## src/rtl/synth_pkg.sv

```systemverilog
// Shared encodings and default sizes for the synth voice path (allocator and notebank array).
package synth_pkg;

  localparam int NV_DEF    = 4;
  localparam int KEY_W_DEF = 7;
  localparam int PER_W_DEF = 32;
  localparam int AGE_W_DEF = 8;
  localparam int VS_W      = 2;

  typedef enum logic [VS_W-1:0] {
    V_FREE = 2'd0,
    V_HELD = 2'd1,
    V_REL  = 2'd2
  } vstate_e;

  typedef enum logic [1:0] {
    S_IDLE   = 2'd0,
    S_SELECT = 2'd1,
    S_ISSUE  = 2'd2
  } fsm_e;

  function automatic logic vs_busy(input logic [VS_W-1:0] s);
    return s != V_FREE;
  endfunction

endpackage

```

## src/rtl/voice_select.sv

```systemverilog
// Combinational target search: retrigger, else lowest free, else oldest release, else oldest held.
// For note-off it returns the lowest-index held voice with the matching key.
module voice_select
  import synth_pkg::*;
#(
  parameter int NV    = NV_DEF,
  parameter int KEY_W = KEY_W_DEF,
  parameter int AGE_W = AGE_W_DEF,
  parameter int IW    = $clog2(NV)
) (
  input  logic [NV-1:0][VS_W-1:0]  vst_i,
  input  logic [NV-1:0][KEY_W-1:0] key_i,
  input  logic [NV-1:0][AGE_W-1:0] age_i,
  input  logic                     ev_on_i,
  input  logic [KEY_W-1:0]         ev_key_i,
  output logic [IW-1:0]            idx_o,
  output logic                     hit_o,
  output logic                     steal_o
);

  logic            rt_hit, fr_hit, rl_hit, hd_hit, off_hit;
  logic [IW-1:0]   rt_idx, fr_idx, rl_idx, hd_idx, off_idx;
  logic [AGE_W-1:0] rl_age, hd_age;

  always_comb begin
    rt_hit  = 1'b0; rt_idx  = '0;
    fr_hit  = 1'b0; fr_idx  = '0;
    off_hit = 1'b0; off_idx = '0;
    rl_hit  = 1'b0; rl_idx  = '0; rl_age = '0;
    hd_hit  = 1'b0; hd_idx  = '0; hd_age = '0;
    // Walk downward so the last match written is the lowest index.
    for (int i = NV-1; i >= 0; i--) begin
      if (vs_busy(vst_i[i]) && key_i[i] == ev_key_i) begin
        rt_hit = 1'b1; rt_idx = IW'(i);
      end
      if (vst_i[i] == V_FREE) begin
        fr_hit = 1'b1; fr_idx = IW'(i);
      end
      if (vst_i[i] == V_HELD && key_i[i] == ev_key_i) begin
        off_hit = 1'b1; off_idx = IW'(i);
      end
    end
    // Strict compare walking upward keeps age ties on the lowest index.
    for (int i = 0; i < NV; i++) begin
      if (vst_i[i] == V_REL && (!rl_hit || age_i[i] > rl_age)) begin
        rl_hit = 1'b1; rl_idx = IW'(i); rl_age = age_i[i];
      end
      if (vst_i[i] == V_HELD && (!hd_hit || age_i[i] > hd_age)) begin
        hd_hit = 1'b1; hd_idx = IW'(i); hd_age = age_i[i];
      end
    end
  end

  always_comb begin
    idx_o   = '0;
    hit_o   = 1'b0;
    steal_o = 1'b0;
    if (!ev_on_i) begin
      hit_o = off_hit;
      idx_o = off_idx;
    end else if (rt_hit) begin
      hit_o = 1'b1; idx_o = rt_idx;
    end else if (fr_hit) begin
      hit_o = 1'b1; idx_o = fr_idx;
    end else if (rl_hit) begin
      hit_o = 1'b1; idx_o = rl_idx; steal_o = 1'b1;
    end else if (hd_hit) begin
      hit_o = 1'b1; idx_o = hd_idx; steal_o = 1'b1;
    end
  end

endmodule

```

## src/rtl/voice_allocator.sv

```systemverilog
// Polyphony scheduler: accepts note events, picks a voice, pulses note_on/note_off and owns per-voice period.
// Target choice and all voice writes commit on the SELECT->ISSUE edge, so pulses are visible during ISSUE.
module voice_allocator
  import synth_pkg::*;
#(
  parameter int NV    = NV_DEF,
  parameter int KEY_W = KEY_W_DEF,
  parameter int PER_W = PER_W_DEF,
  parameter int AGE_W = AGE_W_DEF
) (
  input  logic                     clk_slow,
  input  logic                     rst,
  input  logic                     ev_valid,
  output logic                     ev_ready,
  input  logic                     ev_on,
  input  logic [KEY_W-1:0]         ev_key,
  input  logic [PER_W-1:0]         ev_period,
  input  logic [NV-1:0]            voice_done,
  output logic [NV-1:0]            voice_note_on,
  output logic [NV-1:0]            voice_note_off,
  output logic [NV*PER_W-1:0]      voice_period,
  output logic                     steal,
  output logic [$clog2(NV+1)-1:0]  active_cnt
);

  localparam int IW = $clog2(NV);
  localparam int CW = $clog2(NV+1);
  localparam logic [AGE_W-1:0] AGE_MAX = {AGE_W{1'b1}};

  fsm_e                     fsm_q, fsm_d;
  logic [NV-1:0][VS_W-1:0]  vst_q, vst_d;
  logic [NV-1:0][KEY_W-1:0] key_q, key_d;
  logic [NV-1:0][PER_W-1:0] per_q, per_d;
  logic [NV-1:0][AGE_W-1:0] age_q, age_d;
  logic [NV-1:0]            non_q, non_d, noff_q, noff_d;
  logic                     steal_q, steal_d;
  logic [CW-1:0]            cnt_q, cnt_d;
  logic                     ev_on_q, ev_on_d;
  logic [KEY_W-1:0]         ev_key_q, ev_key_d;
  logic [PER_W-1:0]         ev_per_q, ev_per_d;

  logic          accept;
  logic [IW-1:0] sel_idx;
  logic          sel_hit, sel_steal;

  assign ev_ready       = (fsm_q == S_IDLE);
  assign accept         = ev_valid & ev_ready;
  assign voice_note_on  = non_q;
  assign voice_note_off = noff_q;
  assign voice_period   = per_q;
  assign steal          = steal_q;
  assign active_cnt     = cnt_q;

  voice_select #(
    .NV   (NV),
    .KEY_W(KEY_W),
    .AGE_W(AGE_W),
    .IW   (IW)
  ) u_sel (
    .vst_i   (vst_q),
    .key_i   (key_q),
    .age_i   (age_q),
    .ev_on_i (ev_on_q),
    .ev_key_i(ev_key_q),
    .idx_o   (sel_idx),
    .hit_o   (sel_hit),
    .steal_o (sel_steal)
  );

  always_comb begin
    fsm_d    = fsm_q;
    vst_d    = vst_q;
    key_d    = key_q;
    per_d    = per_q;
    age_d    = age_q;
    non_d    = '0;
    noff_d   = '0;
    steal_d  = 1'b0;
    ev_on_d  = ev_on_q;
    ev_key_d = ev_key_q;
    ev_per_d = ev_per_q;

    for (int i = 0; i < NV; i++) begin
      if (vst_q[i] == V_REL && voice_done[i]) vst_d[i] = V_FREE;
    end

    unique case (fsm_q)
      S_IDLE: begin
        if (accept) begin
          fsm_d    = S_SELECT;
          ev_on_d  = ev_on;
          ev_key_d = ev_key;
          ev_per_d = ev_period;
        end
      end
      S_SELECT: begin
        fsm_d = S_ISSUE;
        // Written after the release loop so a same-cycle done cannot free the target.
        if (ev_on_q && sel_hit) begin
          for (int i = 0; i < NV; i++) begin
            age_d[i] = (age_q[i] == AGE_MAX) ? age_q[i] : age_q[i] + 1'b1;
          end
          age_d[sel_idx] = '0;
          key_d[sel_idx] = ev_key_q;
          per_d[sel_idx] = ev_per_q;
          vst_d[sel_idx] = V_HELD;
          non_d[sel_idx] = 1'b1;
          steal_d        = sel_steal;
        end else if (!ev_on_q && sel_hit) begin
          vst_d[sel_idx]  = V_REL;
          noff_d[sel_idx] = 1'b1;
        end
      end
      S_ISSUE: fsm_d = S_IDLE;
      default: fsm_d = S_IDLE;
    endcase
  end

  always_comb begin
    cnt_d = '0;
    for (int i = 0; i < NV; i++) begin
      if (vs_busy(vst_q[i])) cnt_d = cnt_d + 1'b1;
    end
  end

  always_ff @(posedge clk_slow or posedge rst) begin
    if (rst) begin
      fsm_q    <= S_IDLE;
      vst_q    <= '0;
      key_q    <= '0;
      per_q    <= '0;
      age_q    <= '1;
      non_q    <= '0;
      noff_q   <= '0;
      steal_q  <= 1'b0;
      cnt_q    <= '0;
      ev_on_q  <= 1'b0;
      ev_key_q <= '0;
      ev_per_q <= '0;
    end else begin
      fsm_q    <= fsm_d;
      vst_q    <= vst_d;
      key_q    <= key_d;
      per_q    <= per_d;
      age_q    <= age_d;
      non_q    <= non_d;
      noff_q   <= noff_d;
      steal_q  <= steal_d;
      cnt_q    <= cnt_d;
      ev_on_q  <= ev_on_d;
      ev_key_q <= ev_key_d;
      ev_per_q <= ev_per_d;
    end
  end

endmodule

```

## config.mk

```make
export PLATFORM = sky130hd
export DESIGN_NAME = voice_allocator
export DESIGN_NICKNAME = d
export VERILOG_FILES = /design/src/rtl/synth_pkg.sv /design/src/rtl/voice_select.sv /design/src/rtl/voice_allocator.sv
export SDC_FILE = /design/constraint.sdc
export NUM_CORES = 1
export LEC_CHECK = 0
export CORE_MARGIN = 3
export CORE_UTILIZATION = 49
export CTS_CLUSTER_SIZE = 40
export DETAILED_ROUTE_END_ITERATION = 8
export PLACE_DENSITY = 0.74
export SYNTH_ARGS = -nofsm -noshare
export SYNTH_HDL_FRONTEND = slang
export SYNTH_SLANG_ARGS = --single-unit
```

## constraint.sdc

```tcl
create_clock -name clk_slow -period 14.5 [get_ports clk_slow]
set_input_delay 1.45 -clock clk_slow [delete_from_list [all_inputs] [get_ports clk_slow]]
set_output_delay 1.45 -clock clk_slow [all_outputs]
set_load 0.01 [all_outputs]
```

==> tab_implementation.tex <==
\begin{tabular}{lr}
\hline
Metric & Value \\
\hline
\multicolumn{2}{l}{\textbf{Status}} \\
Outcome & complete, no violations \\
\multicolumn{2}{l}{\textbf{GRT}} \\
Remaining global-route overflow & 0 \\
Initial antenna violation count & 0 \\
Total Routing Usage GR & 0.2199 \\
Vias in the first global route & between 8,000 and 9,000 \\
Pin count of the biggest net entering global routing & approximately 120 \\
Wire length of the first global-routing pass & a little under 50,000 µm \\
\multicolumn{2}{l}{\textbf{Hold path}} \\
Hold\_sp & fsm\_q[1]\$\_DFFE\_PP0P\_ \\
Terminating pin of the worst hold path & fsm\_q[1]\$\_DFFE\_PP0P\_ \\
Min-Delay Path Depth & 1 \\
Class of the tightest hold or removal check & reg -> reg \\
\multicolumn{2}{l}{\textbf{Timing}} \\
Total negative slack & 0 ns \\
Transition at the pin with the smallest max-transition slack & around 1.1 ns \\
Final worst-path setup slack & between 6 and 7 ns \\
Relative slew slack & 0.2514 \\
Max-slew violation count & 0 \\
Number of hold-slack violations in the final timing report & 0 \\
Clock Skews & approximately 0.011 ns \\
Unrepaired setup endpoints after global routing & false \\
Highest clock rate & around 0.13 GHz \\
Time the worst path needs with I/O delays and setup & $\sim$8 ns \\
Fraction of the cycle the final worst path needs & 0.5464 \\
Worst slack on hold paths & $\sim$0.46 ns \\
Setup violation total in the final timing report & 0 \\
\multicolumn{2}{l}{\textbf{Placement}} \\
Final weighted congestion of routability-driven global placement & between 0.9 and 1 \\
Placement Cell Area & approximately 15,000 µm² \\
DPL Wire Length & around 21,000 µm \\
Place WS & $\sim$6.6 ns \\
Port Buf Inserts & about 190 \\
\multicolumn{2}{l}{\textbf{Setup path}} \\
List of cells traversed by the critical path & nor2b\_1 > nand2\_1 > ha\_1 > a211o\_1 > o211ai\_1 > nand2\_1 > o311ai\_4 > nor2\_1 > a31oi\_1 > ha\_1 > nor2b\_1 > o211ai\_1 > a2111o\_1 > and3\_1 > mux2\_2 > ha\_1 > nand4\_1 > o311a\_1 > o21ai\_2 > o2111ai\_2 > a2111oi\_4 > o211ai\_4 > buf\_4 > mux2\_1 \\
Biggest fanout along the worst timing path & 26 \\
Reg-to-reg critical path startpoint & vst\_q[0]\$\_DFF\_PP0\_ \\
Worst path arrival time & 8.32 ns \\
Library cell contributing the largest single delay on the critical path & sky130\_fd\_sc\_hd\_\_nor2b\_1 \\
Reg2Reg Depth & 24 \\
Largest delay contributor family on the critical path & compound AO/OA/AOI/OAI gates \\
CP max stage delay & approximately 0.85 ns \\
RR Endpoint & voice\_period[23]\$\_DFFE\_PP0P\_ \\
Critical Path Sink Type & register \\
Worst setup path startpoint & vst\_q[0]\$\_DFF\_PP0\_ \\
Data required time of the critical path & between 10 and 15 ns \\
Critical path class & reg -> reg \\
Number of gates on the worst path with buffers counted & 24 \\
Critical path's most frequent cell & sky130\_fd\_sc\_hd\_\_ha\_1 \\
Critical path launch point type & register \\
Reg2reg setup slack & between 6 and 7 ns \\
Buffering stage count on the worst path with inverters included & 1 \\
\multicolumn{2}{l}{\textbf{Routing}} \\
Via-per-instance ratio & between 5 and 6 \\
Number of remaining DRC errors & 0 \\
First-pass detailed-route iteration total & 5 \\
Number of nets still failing antenna checks after routing & 0 \\
Violation count after the first detailed-route iteration & between 400 and 500 \\
Vias & about 8,500 \\
Average wire length per cell after detail routing & 20.07 µm \\
Total detailed-routing wirelength & around 31,000 µm \\
\multicolumn{2}{l}{\textbf{Logic synthesis}} \\
Most instantiated cells after synthesis & 218 x sky130\_fd\_sc\_hd\_\_dfrtp\_1, 84 x sky130\_fd\_sc\_hd\_\_mux2\_1, 67 x sky130\_fd\_sc\_hd\_\_mux2\_4 \\
Top FF cell, synth & sky130\_fd\_sc\_hd\_\_dfrtp\_1 \\
Unique cell type count in the Yosys netlist & approximately 70 \\
Number of nets in the synthesized netlist & approximately 1,100 \\
Share of synthesized area occupied by flip-flops and latches & 0.5011 \\
Count of flip-flops with a built-in enable after synthesis & 0 \\
Synth area leaders & sky130\_fd\_sc\_hd\_\_dfrtp\_1 43\%, sky130\_fd\_sc\_hd\_\_mux2\_4 8.0\%, sky130\_fd\_sc\_hd\_\_mux2\_1 7.5\% \\
Average footprint of a synthesized cell & between 10 and 15 µm² \\
Count of synthesis-stage warnings from yosys & 0 \\
Number of flip-flops and latches in the synthesized netlist & 250 \\
Top cell type by total area after synthesis & sky130\_fd\_sc\_hd\_\_dfrtp\_1 \\
Proportion of netlist area held by the largest area contributor & 0.4342 \\
Async set-or-reset flop fraction in the synthesized netlist & 1.000 \\
Library cell with the highest instance count after synthesis & sky130\_fd\_sc\_hd\_\_dfrtp\_1 \\
Synthesized instance count & $\sim$1,000 \\
Syn Std Cell Area & approximately 13,000 µm² \\
\multicolumn{2}{l}{\textbf{Die}} \\
Die outline height & about 170 µm \\
Starting density of the core & 0.5077 \\
Number of placed I/O pins & about 190 \\
Total Die Area & 27,600 µm² \\
Die Wd & around 170 µm \\
Core Footprint & around 25,000 µm² \\
Row count & 57 \\
\multicolumn{2}{l}{\textbf{Layout}} \\
Area growth from synthesis to layout & 23.32\% \\
Final net count & between 1,000 and 1,500 \\
Design Area, Final & roughly 15,000 µm² \\
Antenna Cells & 0 \\
Fraction of final layout cells sized beyond drive strength 1 & 0.1871 \\
\multicolumn{2}{l}{\textbf{CTS}} \\
Max Root-Sink Buffers & 3 \\
Post-CTS resize count & 0 \\
TritonCTS clock tree & built \\
Cell chosen for the clock root & sky130\_fd\_sc\_hd\_\_clkbuf\_16 \\
\# Post-CTS Setup Buffers & 0 \\
Clock network latency to the later pin of the worst-skew pair & 0.53 ns \\
Count of H-tree levels built during CTS & 1 \\
CTS buffer count & 26 \\
Clk slew on worst S/H paths & 0.06 ns \\
Sinks on Clock Net & 250 \\
Number of buffers inserted by hold repair at cts & 0 \\
\multicolumn{2}{l}{\textbf{Power}} \\
Worst IR Drop VDD & 160.8 µV \\
Leakage power & $\sim$6.7 nW \\
Power Dens Cells & roughly 210 nW/µm² \\
\multicolumn{2}{l}{\textbf{Job}} \\
Max cap viols & 0 \\
\hline
\end{tabular}
-- per-layer routing --
metal / wire [µm] / GRT usage / up-vias
li1: - / - / 3960
met1: 12770 / 0.2916 / 4227
met2: 14280 / 0.3526 / 262
met3: 2964 / 0.07974 / 41
met4: 517 / 0.04376 / 0
met5: 0 / 0 / -
-- how the worst max path moves through the flow --
| stage | to | slack, ns |
|---|---|---|
| finish | voice_period[23]$_DFFE_PP0P_ | 6.58 |
| floorplan | active_cnt[0]$_DFF_PP0_ | 6.23 |
| global route | voice_period[19]$_DFFE_PP0P_ | 5.99 |
| detailed placement | voice_period[19]$_DFFE_PP0P_ | 6.61 |
| global placement | voice_period[22]$_DFFE_PP0P_ | 6.72 |
| CTS | voice_period[19]$_DFFE_PP0P_ | 6.62 |
-- worst register-to-register path, stage by stage, from the launching register on --
cell and delay [ns]:
sky130_fd_sc_hd__dfrtp_1 0.40, sky130_fd_sc_hd__nor2b_1 0.85, sky130_fd_sc_hd__nand2_1 0.14, sky130_fd_sc_hd__ha_1 0.33, sky130_fd_sc_hd__a211o_1 0.26, sky130_fd_sc_hd__o211ai_1 0.10, sky130_fd_sc_hd__nand2_1 0.13, sky130_fd_sc_hd__o311ai_4 0.64
sky130_fd_sc_hd__nor2_1 0.09, sky130_fd_sc_hd__a31oi_1 0.28, sky130_fd_sc_hd__ha_1 0.30, sky130_fd_sc_hd__nor2b_1 0.13, sky130_fd_sc_hd__o211ai_1 0.19, sky130_fd_sc_hd__a2111o_1 0.18, sky130_fd_sc_hd__and3_1 0.50, sky130_fd_sc_hd__mux2_2 0.41
sky130_fd_sc_hd__ha_1 0.27, sky130_fd_sc_hd__nand4_1 0.08, sky130_fd_sc_hd__o311a_1 0.31, sky130_fd_sc_hd__o21ai_2 0.11, sky130_fd_sc_hd__o2111ai_2 0.20, sky130_fd_sc_hd__a2111oi_4 0.72, sky130_fd_sc_hd__o211ai_4 0.40, sky130_fd_sc_hd__buf_4 0.41
sky130_fd_sc_hd__mux2_1 0.38
-- cells in the final DEF (no fill, tap or decap), drive strengths merged, types with 8 or more instances in the layout --
cell type      instances
dfstp                 32
and3                  10
nand2                 58
nand4                 22
xnor2                 35
nand3                 28
xor2                  12
ha                    55
o21ai                 35
mux2                 199
dfrtp                218
a31oi                 10
nor2                  41
nor2b                 12
clkdlybuf4s50        187
clkbuf                35
o21a                   8
inv                   27
a21oi                 46
nor3                  10
-- power breakdown --
part           switching, mW  internal, mW
combinational          0.680         0.766
clock                  0.277         0.423
sequential             0.218         0.966
total                   1.18          2.16
-- flip-flops by register name (all words and copies together) (netlist names) --
name,cells
voice_period,128
age_q,32
ev_per_q,32
key_q,28
vst_q,8
ev_key_q,7
voice_note_off,4
voice_note_on,4
active_cnt,3
fsm_q,2
ev_on_q,1
steal,1
-- through the flow --
step / std cells / power (mW) / util
6_report: 1521 / 3.330 / 0.6261
3_5_place_dp: 1473 / 2.635 / 0.5897
3_3_place_gp: 1473 / 2.602 / 0.5897
4_1_cts: 1521 / 3.355 / 0.6261
5_1_grt: 1521 / 3.556 / 0.6261
2_1_floorplan: 1004 / 2.059 / -
-- logic make-up after synthesis --
kind of cell / after synthesis / synth area share
mux: 200 / 0.1992
buf+inv: 75 / 0.03267
fa+ha+maj: 56 / 0.05557
flops: 250 / 0.5011
simple gates: 222 / 0.09133
xor+xnor: 47 / 0.03277
compound gates: 154 / 0.08734
-- layout make-up --
class / count / area [µm²]
Sequential cell: 250 / 6296
Fill cell: 1903 / 9254
Multi-Input combinational cell: 679 / 5863
Tap cell: 324 / 405.4
Clock inverter: 13 / 173.9
Inverter: 26 / 105.1
Timing Repair Buffer: 194 / 1924
Clock buffer: 35 / 725.7
(Power assumes the default switching activity.)
